<file path="src/rtl/lsu.sv">
// Load/store unit: single-cycle loads and word stores, read-modify-write for
// byte/halfword stores through a one-cycle MERGE state.
module lsu #(
    parameter int MEM_WORDS = 1024
) (
    input  logic        clk,
    input  logic        reset_n,
    input  logic        req_valid,
    output logic        req_ready,
    input  logic        req_we,
    input  logic [2:0]  req_funct3,
    input  logic [31:0] req_addr,
    input  logic [31:0] req_wdata,
    output logic        resp_valid,
    output logic [31:0] resp_rdata,
    output logic        resp_err,
    output logic        mem_we,
    output logic [31:0] mem_a,
    output logic [31:0] mem_wd,
    input  logic [31:0] mem_rd
);

    // Handshake: a request is taken on any rising edge where req_valid && req_ready;
    // resp_valid is a one-cycle pulse with no backpressure.
    localparam logic [0:0] IDLE  = 1'b0;
    localparam logic [0:0] MERGE = 1'b1;
    localparam logic [31:0] MEM_WORDS_W = 32'(MEM_WORDS);

    logic [0:0]  state;
    logic [31:0] lat_addr;
    logic [15:0] lat_data;
    logic        lat_half;

    logic        legal;
    logic        misaligned;
    logic        out_of_range;
    logic        err;
    logic        accept;
    logic        sub_store;
    logic        word_store;
    logic [7:0]  ld_byte;
    logic [15:0] ld_half;
    logic [31:0] ld_data;
    logic [4:0]  byte_sh;
    logic [31:0] merge_mask;
    logic [31:0] merge_data;
    logic [31:0] merged;

    assign req_ready = reset_n && (state == IDLE);
    assign accept    = req_valid && req_ready;

    always_comb begin
        legal = 1'b0;
        case (req_funct3)
            3'b000, 3'b001, 3'b010: legal = 1'b1;
            3'b100, 3'b101:         legal = !req_we;
            default:                legal = 1'b0;
        endcase
        misaligned   = ((req_funct3[1:0] == 2'b01) && req_addr[0]) ||
                       ((req_funct3[1:0] == 2'b10) && (req_addr[1:0] != 2'b00));
        out_of_range = {2'b00, req_addr[31:2]} >= MEM_WORDS_W;
        err          = !legal || misaligned || out_of_range;
        sub_store    = req_we && !err && (req_funct3[1] == 1'b0);
        word_store   = req_we && !err && (req_funct3 == 3'b010);
    end

    always_comb begin
        ld_byte = 8'h00;
        case (req_addr[1:0])
            2'd0: ld_byte = mem_rd[7:0];
            2'd1: ld_byte = mem_rd[15:8];
            2'd2: ld_byte = mem_rd[23:16];
            2'd3: ld_byte = mem_rd[31:24];
            default: ld_byte = 8'h00;
        endcase
        ld_half = req_addr[1] ? mem_rd[31:16] : mem_rd[15:0];
        ld_data = 32'h0;
        case (req_funct3)
            3'b000:  ld_data = {{24{ld_byte[7]}}, ld_byte};
            3'b001:  ld_data = {{16{ld_half[15]}}, ld_half};
            3'b010:  ld_data = mem_rd;
            3'b100:  ld_data = {24'h0, ld_byte};
            3'b101:  ld_data = {16'h0, ld_half};
            default: ld_data = 32'h0;
        endcase
    end

    // Replicate the latched data across the word, then keep only the target lane.
    always_comb begin
        byte_sh = {lat_addr[1:0], 3'b000};
        if (lat_half) begin
            merge_mask = lat_addr[1] ? 32'hffff_0000 : 32'h0000_ffff;
            merge_data = {2{lat_data}};
        end else begin
            merge_mask = 32'h0000_00ff << byte_sh;
            merge_data = {4{lat_data[7:0]}};
        end
        merged = (mem_rd & ~merge_mask) | (merge_data & merge_mask);
    end

    always_comb begin
        mem_a  = (state == MERGE) ? lat_addr : req_addr;
        mem_wd = (state == MERGE) ? merged : req_wdata;
        mem_we = reset_n && ((state == MERGE) || (accept && word_store));
    end

    always_ff @(posedge clk) begin
        if (!reset_n) begin
            state      <= IDLE;
            resp_valid <= 1'b0;
            resp_err   <= 1'b0;
            resp_rdata <= 32'h0;
        end else begin
            resp_valid <= accept && (err || !req_we);
            resp_err   <= accept && err;
            resp_rdata <= (accept && !err && !req_we) ? ld_data : 32'h0;
            case (state)
                IDLE:    state <= (accept && sub_store) ? MERGE : IDLE;
                MERGE:   state <= IDLE;
                default: state <= IDLE;
            endcase
        end
    end

    always_ff @(posedge clk) begin
        if (accept) begin
            lat_addr <= req_addr;
            lat_data <= req_wdata[15:0];
            lat_half <= req_funct3[0];
        end
    end

endmodule

</file>
<file path="config.mk">
export PLATFORM = sky130hd
export DESIGN_NAME = lsu
export DESIGN_NICKNAME = d
export VERILOG_FILES = /design/src/rtl/lsu.sv
export SDC_FILE = /design/constraint.sdc
export NUM_CORES = 1
export LEC_CHECK = 0
export ABC_AREA = 1
export ABC_CLOCK_PERIOD_IN_PS = 2500
export CORE_MARGIN = 1.5
export CORE_UTILIZATION = 43
export CTS_BUF_LIST = sky130_fd_sc_hd__clkbuf_8
export CTS_CLUSTER_DIAMETER = 30
export CTS_CLUSTER_SIZE = 40
export DETAILED_ROUTE_END_ITERATION = 8
export GPL_ROUTABILITY_DRIVEN = 1
export GPL_TIMING_DRIVEN = 0
export PLACE_DENSITY = 0.83
export SLEW_MARGIN = 20
export SYNTH_ARGS = -nofsm -noshare
export SYNTH_HDL_FRONTEND = slang
export SYNTH_SLANG_ARGS = --single-unit
</file>
<file path="constraint.sdc">
create_clock -name clk -period 2.5 [get_ports clk]
set_input_delay 0.375 -clock clk [delete_from_list [all_inputs] [get_ports clk]]
set_output_delay 0.375 -clock clk [all_outputs]
set_load 0.005 [all_outputs]
</file>
==> results.json, run 1 <==
{
  "cpLargestDelayFamily": "buffers and inverters",
  "viasPerCell": 5.19,
  "max_slew_margin_pct": 59.9,
  "placement_rows": 36,
  "tightestPinTransition_ps": 600,
  "die_span_y_um": 104,
  "drive_above_1_share_pct": 8.53,
  "final_report_setup_violation_count": 0,
  "yosys_warnings": 0,
  "cp_data_required_time_ps": 2120,
  "regToRegSetupSlack_ps": 650,
  "hold-path-endpoint": "lat_addr[1]$_DFFE_PP_",
  "grt_start_max_net_pins": 27,
  "area_growth_pct": 58.4,
  "drt_pass1_iterations": 5,
  "design.die.area_um2": 10800,
  "syn_area_per_cell_um2": 7.46,
  "rr_startpoint": "state$_SDFF_PN0_",
  "post_route_utilization_pct": 70.6,
  "dp_hpwl_mm": 12.0,
  "grt_pass1_wl_mm": 24.4,
  "synth_cell_type_count": 23,
  "post_placement_worst_setup_slack_ps": -239,
  "remaining_drc_errors": 0,
  "slew_violations": 0,
  "worstRegToRegCells": 5,
  "tritoncts_clock_tree": "done",
  "fp.dieW_um": 104,
  "fmaxAchievable_ghz": 0.401,
  "grt_antenna_before_repair": 0,
  "ys_seq_elements": 84,
  "min_delay_path_depth": 1,
  "syn-num-nets": 689,
  "cellPowerDensity_nw_per_um2": 454,
  "cts_buffers": 9,
  "synthesis.area_um2": 4370,
  "number_of_placed_i_o_pins": 203,
  "final.setup.worst_slack_ps": 5.81,
  "finish.net_count": 907,
  "cts.clk_slew.worst_paths_ps": 90,
  "gr-total-overflow": 0,
  "coreArea_um2": 9820,
  "hold_bufs_at_cts": 0,
  "drt-total-wl_mm": 15.4,
  "p_leak_nw": 2.95,
  "rsz0062_at_grt": "yes",
  "gp_routability_congestion": 0.976,
  "setup.worst_path.start_class": "flop",
  "cts_buffer_depth": 2,
  "critical_path.n_buffers_inverters": 4,
  "min_path_type": "in -> reg",
  "crit_fanout": 3,
  "finalHoldViolations": 0,
  "timing.critical_path.slowest_cell_delay_ps": 490,
  "cp_slowest_cell": "clkdlybuf4s50_1",
  "period_needed_ps": 2490,
  "drt-initial-drc-count": 309,
  "clock-skew-final_ps": 6.31,
  "netlist_instances": 586,
  "dp.cells": 922,
  "layoutNonFillerInstCount": 942,
  "insertedDiodeCount": 0,
  "cts_htree_levels": 3,
  "timing.critical_path.cells": "buf_6 > o21ai_0 > inv_1 > buf_4 > nand2_1 > o211ai_1 > nand2_1 > clkdlybuf4s50_1",
  "min_period_over_period_pct": 99.8,
  "vias": 4889,
  "gr-usage-all-layers_pct": 29.0,
  "number_of_port_buffers": 202,
  "via_count_of_the_first_global_routing_pass": 4953,
  "start_util_pct": 44.5,
  "synth.yosys.seq_area_share_pct": 49.7,
  "final_common_cell": "nand2_1",
  "wire_per_inst_um": 16.4,
  "critPathMostFrequentCell": "nand2_1",
  "timing.max_cap.violations": 0,
  "drt.antenna.violating_nets": 0,
  "cts.sink_count": 84,
  "clkLatencyLatePin_ps": 360,
  "worst_setup_path_end_kind": "primary output",
  "mostFrequentLayoutCells": "nand2_1 (224), clkdlybuf4s50_1 (193), nor2_1 (81)",
  "crit-reg2reg-capture": "lat_addr[19]$_DFFE_PP_",
  "min_from": "req_addr[1]",
  "p_total_mw": 3.15,
  "cp.arrival_ps": 2120,
  "ctsRootBufferMaster": "clkbuf_8",
  "power.ir.vdd_worst_mv": 0.297,
  "status": "finished, final reports clean",
  "crit_type": "reg -> out"
}
-- metal layers --
metal  vias up  part of all wire [%]  GRT usage, %
li1       2327                     -             -
met1      2200                    37          33.2
met2       306                    46          47.3
met3        56                    12          10.5
met4         0                   4.4          15.8
met5         -                     0             0
-- flip-flops by register name, indices dropped and copies added (netlist names) --
name,count
lat_addr,32
resp_rdata,32
lat_data,16
lat_half,1
resp_err,1
resp_valid,1
state,1
-- worst max path at each step --
| stage | start | to | slack (ps) | depth (start not counted) |
|---|---|---|---|---|
| global route | lat_half$_DFFE_PP_ | mem_wd[31] | -80 | 8 |
| CTS | lat_half$_DFFE_PP_ | mem_wd[30] | 3 | 8 |
| floorplan | state$_SDFF_PN0_ | lat_addr[0]$_DFFE_PP_ | 410 | 4 |
| global placement | reset_n | resp_err$_SDFF_PN0_ | -490 | 7 |
| detailed placement | req_funct3[0] | mem_we | -240 | 11 |
| finish | lat_half$_DFFE_PP_ | mem_wd[31] | 6 | 8 |
-- power breakdown --
| group | switching (mW) | total, mW | internal [mW] |
|---|---|---|---|
| Clock | 0.520 | 0.985 | 0.465 |
| Sequential | 0.0279 | 1.55 | 1.52 |
| Combinational | 0.280 | 0.611 | 0.331 |
-- logic make-up after synthesis --
group	count (synthesis)	share of synthesized area, %
flip-flops	84	49.7
buffers and inverters	71	7.38
multiplexers	8	1.83
AND/OR/NAND/NOR	327	29.2
AO/OA/AOI/OAI	96	11.9
-- cell usage after synthesis --
cell type | number | share of area (%)
nand2_1 | 227 | 19
nand4_1 | 1 | 0.14
o211ai_1 | 16 | 2.7
edfxtp_1 | 49 | 34
buf_6 | 4 | 1.0
o21ai_1 | 1 | 0.11
clkbuf_1 | 15 | 1.3
nand2_4 | 1 | 0.26
inv_1 | 37 | 3.2
buf_4 | 2 | 0.34
nor2_1 | 81 | 7.0
dfxtp_1 | 35 | 16
nor2_2 | 1 | 0.14
nand3_1 | 12 | 1.4
nand4_2 | 1 | 0.29
buf_2 | 7 | 0.80
inv_2 | 5 | 0.43
mux2i_1 | 8 | 1.8
a21oi_1 | 43 | 4.9
o21ai_0 | 36 | 4.1
nand3_2 | 2 | 0.46
nand2_2 | 1 | 0.14
clkbuf_8 | 1 | 0.31
-- layout make-up --
class                           count  area (um2)
Inverter                           42         160
Sequential cell                    84        2170
Clock inverter                      7        75.1
Clock buffer                        9         124
Buffer                             29         206
Fill cell                         805        2890
Timing Repair Buffer              207        2100
Tap cell                          133         166
Multi-Input combinational cell    431        1920
-- metrics by stage --
stage / hold WS, ps / cell area, um2 / setup TNS (ps)
floorplan: 471 / 4370 / 0
global placement: 777 / 6560 / -24370
detailed placement: 828 / 6590 / -239
CTS: 578 / 6840 / 0
global route: 418 / 6930 / -518
finish: 424 / 6930 / 0
-- what timing repair did --
| item | in CTS | in global routing |
|---|---|---|
| setup buffers | 4 | 0 |
| hold endpoints to repair | 0 | 0 |
| resized for setup | 14 | 47 |
| endpoints found under the setup margin | 53 | 65 |
| pin swaps | 0 | 5 |
Power figures use the tool's default switching activity.
==> inputs of run 2 (changes only) <==
--- a/config.mk
+++ b/config.mk
@@ -7,6 +7,7 @@
 export LEC_CHECK = 0
 export ABC_AREA = 1
 export ABC_CLOCK_PERIOD_IN_PS = 2500
+export CORE_ASPECT_RATIO = 1.75
 export CORE_MARGIN = 1.5
 export CORE_UTILIZATION = 43
 export CTS_BUF_LIST = sky130_fd_sc_hd__clkbuf_8
@@ -16,6 +17,7 @@
 export GPL_ROUTABILITY_DRIVEN = 1
 export GPL_TIMING_DRIVEN = 0
 export PLACE_DENSITY = 0.83
+export RECOVER_POWER = 25
 export SLEW_MARGIN = 20
 export SYNTH_ARGS = -nofsm -noshare
 export SYNTH_HDL_FRONTEND = slang
==> results.json, run 2 (same netlist as run 1, synthesis figures left out) <==
{
  "status": "finished, final reports clean",
  "worst_setup_path_end_kind": "primary output",
  "crit_type": "in -> out",
  "final_report_setup_violation_count": 0,
  "grt_antenna_before_repair": 0,
  "post_placement_worst_setup_slack_ps": -242,
  "setup.worst_path.start_class": "primary input",
  "start_util_pct": 44.1,
  "gr-total-overflow": 0,
  "drive_above_1_share_pct": 8.13,
  "grt_pass1_wl_mm": 23.5,
  "timing.max_cap.violations": 0,
  "cts_buffers": 9,
  "design.die.area_um2": 10800,
  "drt_pass1_iterations": 5,
  "period_needed_ps": 2440,
  "finish.net_count": 910,
  "cellPowerDensity_nw_per_um2": 459,
  "dp_hpwl_mm": 12.4,
  "dp.cells": 914,
  "clkLatencyLatePin_ps": 370,
  "cts_buffer_depth": 2,
  "drt.antenna.violating_nets": 0,
  "viasPerCell": 5.12,
  "max_slew_margin_pct": 63.3,
  "reg_top3": "lat_addr x32, resp_rdata x32, lat_data x16",
  "cp_data_required_time_ps": 2120,
  "clock-skew-final_ps": 9.18,
  "tritoncts_clock_tree": "done",
  "remaining_drc_errors": 0,
  "gp_routability_congestion": 0.987,
  "setup-tns-final_ps": 0,
  "final_common_cell": "nand2_1",
  "cts.clk_slew.worst_paths_ps": 80,
  "layoutNonFillerInstCount": 937,
  "p_leak_nw": 3.02,
  "cp.arrival_ps": 2070,
  "cts_htree_levels": 3,
  "ctsRootBufferMaster": "clkbuf_8",
  "die_span_y_um": 136,
  "coreArea_um2": 9910,
  "final.setup.worst_slack_ps": 57.9,
  "drt-initial-drc-count": 348,
  "crit_fanout": 4,
  "placement_rows": 48,
  "post_route_utilization_pct": 69.9,
  "tightestPinTransition_ps": 548,
  "gr-usage-all-layers_pct": 28.9,
  "min_path_type": "in -> reg",
  "mostFrequentLayoutCells": "nand2_1 (224), clkdlybuf4s50_1 (137), nor2_1 (80)",
  "regToRegSetupSlack_ps": 750,
  "num-fill-cells": 830,
  "min_period_over_period_pct": 97.7,
  "via_count_of_the_first_global_routing_pass": 4721,
  "area_growth_pct": 58.4,
  "insertedDiodeCount": 0,
  "slew_violations": 0,
  "rsz0062_at_grt": "yes",
  "number_of_port_buffers": 202,
  "fp.dieW_um": 79.2,
  "wire_per_inst_um": 16.6,
  "p_total_mw": 3.18,
  "vias": 4802,
  "grt_start_max_net_pins": 33,
  "finalHoldViolations": 0,
  "hold_bufs_at_cts": 0,
  "cts.sink_count": 84,
  "power.ir.vdd_worst_mv": 0.334,
  "number_of_placed_i_o_pins": 203,
  "drt-total-wl_mm": 15.5,
  "fmaxAchievable_ghz": 0.409
}
-- run 2: path summary, 6_finish.rpt --
check                    from                     end  cells past startpoint
min              req_addr[22]  lat_addr[22]$_DFFE_PP_                      1
max              req_addr[25]                  mem_we                      9
min reg2reg  state$_SDFF_PN0_   resp_valid$_SDFF_PN0_                      4
max reg2reg  state$_SDFF_PN0_  lat_data[10]$_DFFE_PP_                      5
-- run 2: metrics by stage --
stage,hold slack (ps),area [um2]
finish,525,6930
CTS,524,6810
floorplan,471,4370
global placement,771,6550
detailed placement,811,6570
global route,520,6930
-- run 2: timing repair --
action / 4_1_cts / 5_1_grt
gates resized for setup: 22 / 43
setup buffers: 2 / 5
gates cloned: 0 / 0
pin swaps: 4 / 10
endpoints found under the setup margin: 52 / 57
-- run 2: report_power, final --
part	internal (mW)	switching (mW)
Combinational	0.310	0.284
Sequential	1.52	0.0279
Clock	0.549	0.487
-- run 2: layout make-up --
class / instances / area (um2) / share of cell area [%]
timing repair buffer: 210 / 2110 / 30.5
buffer: 29 / 194 / 2.80
tap: 125 / 156 / 2.26
sequential: 84 / 2170 / 31.4
clock inverter: 7 / 83.8 / 1.21
inverter: 42 / 160 / 2.31
multi-input combinational: 431 / 1920 / 27.8
clock buffer: 9 / 124 / 1.79
-- run 2: critical path, stage by stage --
cell           delay (ps)
dlygate4sd3_1         590
nor2_1                130
nand2_1               100
nor2_2                150
nand2_1               120
nor2_4                140
nand3_1                80
a21oi_1               120
dlygate4sd2_1         260
-- run 2: metal layers --
layer	global-route usage (%)	vias up	wire, um
met5	0	-	0
met4	15.5	0	862
met3	6.64	59	1150
met2	54.0	274	8330
met1	28.8	2135	5190
li1	-	2334	-
==> inputs of run 3 (changes only) <==
--- a/config.mk
+++ b/config.mk
@@ -7,7 +7,6 @@
 export LEC_CHECK = 0
 export ABC_AREA = 1
 export ABC_CLOCK_PERIOD_IN_PS = 2500
-export CORE_ASPECT_RATIO = 1.75
 export CORE_MARGIN = 1.5
 export CORE_UTILIZATION = 43
 export CTS_BUF_LIST = sky130_fd_sc_hd__clkbuf_8
==> results.json, run 3 (same netlist as run 1, synthesis figures left out) <==
{
  "p_total_mw": 3.13,
  "tritoncts_clock_tree": "done",
  "clock-skew-final_ps": 5.95,
  "cts_htree_levels": 3,
  "final_report_setup_violation_count": 1,
  "gr-usage-all-layers_pct": 29.0,
  "worst_setup_path_end_kind": "primary output",
  "start_util_pct": 44.5,
  "finalHoldViolations": 0,
  "area_growth_pct": 58.4,
  "drt_pass1_iterations": 5,
  "clkLatencyLatePin_ps": 360,
  "number_of_port_buffers": 202,
  "reg_top3": "lat_addr x32, resp_rdata x32, lat_data x16",
  "gp_routability_congestion": 0.976,
  "via_count_of_the_first_global_routing_pass": 4953,
  "ctsRootBufferMaster": "clkbuf_8",
  "power.ir.vdd_worst_mv": 0.275,
  "dp_hpwl_mm": 12.0,
  "fmaxAchievable_ghz": 0.399,
  "vias": 4903,
  "slew_violations": 0,
  "cp_slowest_cell": "clkdlybuf4s50_1",
  "setup.worst_path.start_class": "flop",
  "fp.dieW_um": 104,
  "placement_rows": 36,
  "post_route_utilization_pct": 70.6,
  "remaining_drc_errors": 0,
  "placed_cell_area_um2": 6590,
  "grt_pass1_wl_mm": 24.4,
  "period_needed_ps": 2510,
  "wire_per_inst_um": 16.4,
  "timing.critical_path.slowest_cell_delay_ps": 490,
  "drt-total-wl_mm": 15.5,
  "cts.sink_count": 84,
  "cts_buffers": 9,
  "rsz0062_at_grt": "yes",
  "rr_startpoint": "state$_SDFF_PN0_",
  "timing.max_cap.violations": 0,
  "cpLargestDelayFamily": "buffers and inverters",
  "postLayoutCellArea_um2": 6930,
  "final_common_cell": "nand2_1",
  "post_placement_worst_setup_slack_ps": -239,
  "die_span_y_um": 104,
  "cp_data_required_time_ps": 2120,
  "tightestPinTransition_ps": 594,
  "min_from": "req_addr[1]",
  "gr-total-overflow": 0,
  "crit_fanout": 3,
  "timing.critical_path.cells": "buf_6 > o21ai_0 > inv_1 > buf_4 > nand2_1 > o211ai_1 > nand2_1 > clkdlybuf4s50_1",
  "cellPowerDensity_nw_per_um2": 452,
  "grt_antenna_before_repair": 2,
  "grt_start_max_net_pins": 27,
  "finish.net_count": 907,
  "mostFrequentLayoutCells": "nand2_1 (224), clkdlybuf4s50_1 (142), nor2_1 (81)",
  "crit_type": "reg -> out",
  "drive_above_1_share_pct": 8.53,
  "min_path_type": "in -> reg",
  "drt.antenna.violating_nets": 0,
  "crit_path_start": "lat_half$_DFFE_PP_",
  "max_slew_margin_pct": 60.3,
  "violations_in_the_final_reports": "negative setup slack",
  "min_period_over_period_pct": 100,
  "final.setup.worst_slack_ps": -6.59,
  "p_leak_nw": 2.97,
  "fin_hold_ws_ps": 393,
  "cts.clk_slew.worst_paths_ps": 90,
  "critical_path.n_buffers_inverters": 4,
  "design.die.area_um2": 10800,
  "cp.arrival_ps": 2130,
  "viasPerCell": 5.19,
  "number_of_placed_i_o_pins": 203,
  "status": "finished, violations left",
  "cts_buffer_depth": 2,
  "coreArea_um2": 9820,
  "critPathMostFrequentCell": "nand2_1",
  "drt-initial-drc-count": 316
}
[run 3: worst paths after layout]
check | depth (start not counted) | to | slack [ps]
worst min-delay path | 1 | lat_addr[1]$_DFFE_PP_ | 390
worst min register to register | 4 | resp_valid$_SDFF_PN0_ | 840
worst max-delay path | 8 | mem_wd[31] | -7
worst max register to register | 5 | lat_addr[23]$_DFFE_PP_ | 660
[run 3: area by class of cell]
type / instances / area, um2
inverter: 42 / 160
buffer: 29 / 206
clock inverter: 7 / 75.1
sequential: 84 / 2170
multi-input combinational: 431 / 1920
fill: 804 / 2890
clock buffer: 9 / 124
tap: 133 / 166
antenna: 3 / 7.51
timing repair buffer: 207 / 2090
[run 3: layer usage]
| layer | global-route usage, % | vias up | routed length [um] |
|---|---|---|---|
| li1 | - | 2333 | - |
| met3 | 10.5 | 53 | 1800 |
| met2 | 47.3 | 296 | 7170 |
| met4 | 15.8 | 0 | 639 |
| met5 | 0 | - | 0 |
| met1 | 33.2 | 2221 | 5860 |
[run 3: stage by stage]
| stage | TNS [ps] | std cells |
|---|---|---|
| finish | -6.59 | 945 |
| global route | -590 | 944 |
| floorplan | 0 | 586 |
| CTS | 0 | 942 |
| global placement | -24370 | 921 |
| detailed placement | -239 | 922 |
[run 3: worst reg2reg max path, stage by stage (launching register included)]
cell and delay (ps):
dfxtp_1 300, buf_2 150, nor2_1 180, nand2_1 170
inv_2 480, buf_16 260
[run 3: where the power goes]
group / switching, mW / total, mW / leakage [nW] / internal [mW]
clock: 0.521 / 0.986 / 0.0919 / 0.465
sequential: 0.0281 / 1.55 / 0.742 / 1.52
combinational: 0.281 / 0.596 / 2.13 / 0.315
[run 3: repair_timing]
item / CTS / global route
pin swaps: 0 / 5
gates resized for setup: 14 / 47
buffers inserted: 4 / 0
hold buffers: 0 / 0
endpoints found under the setup margin: 53 / 65
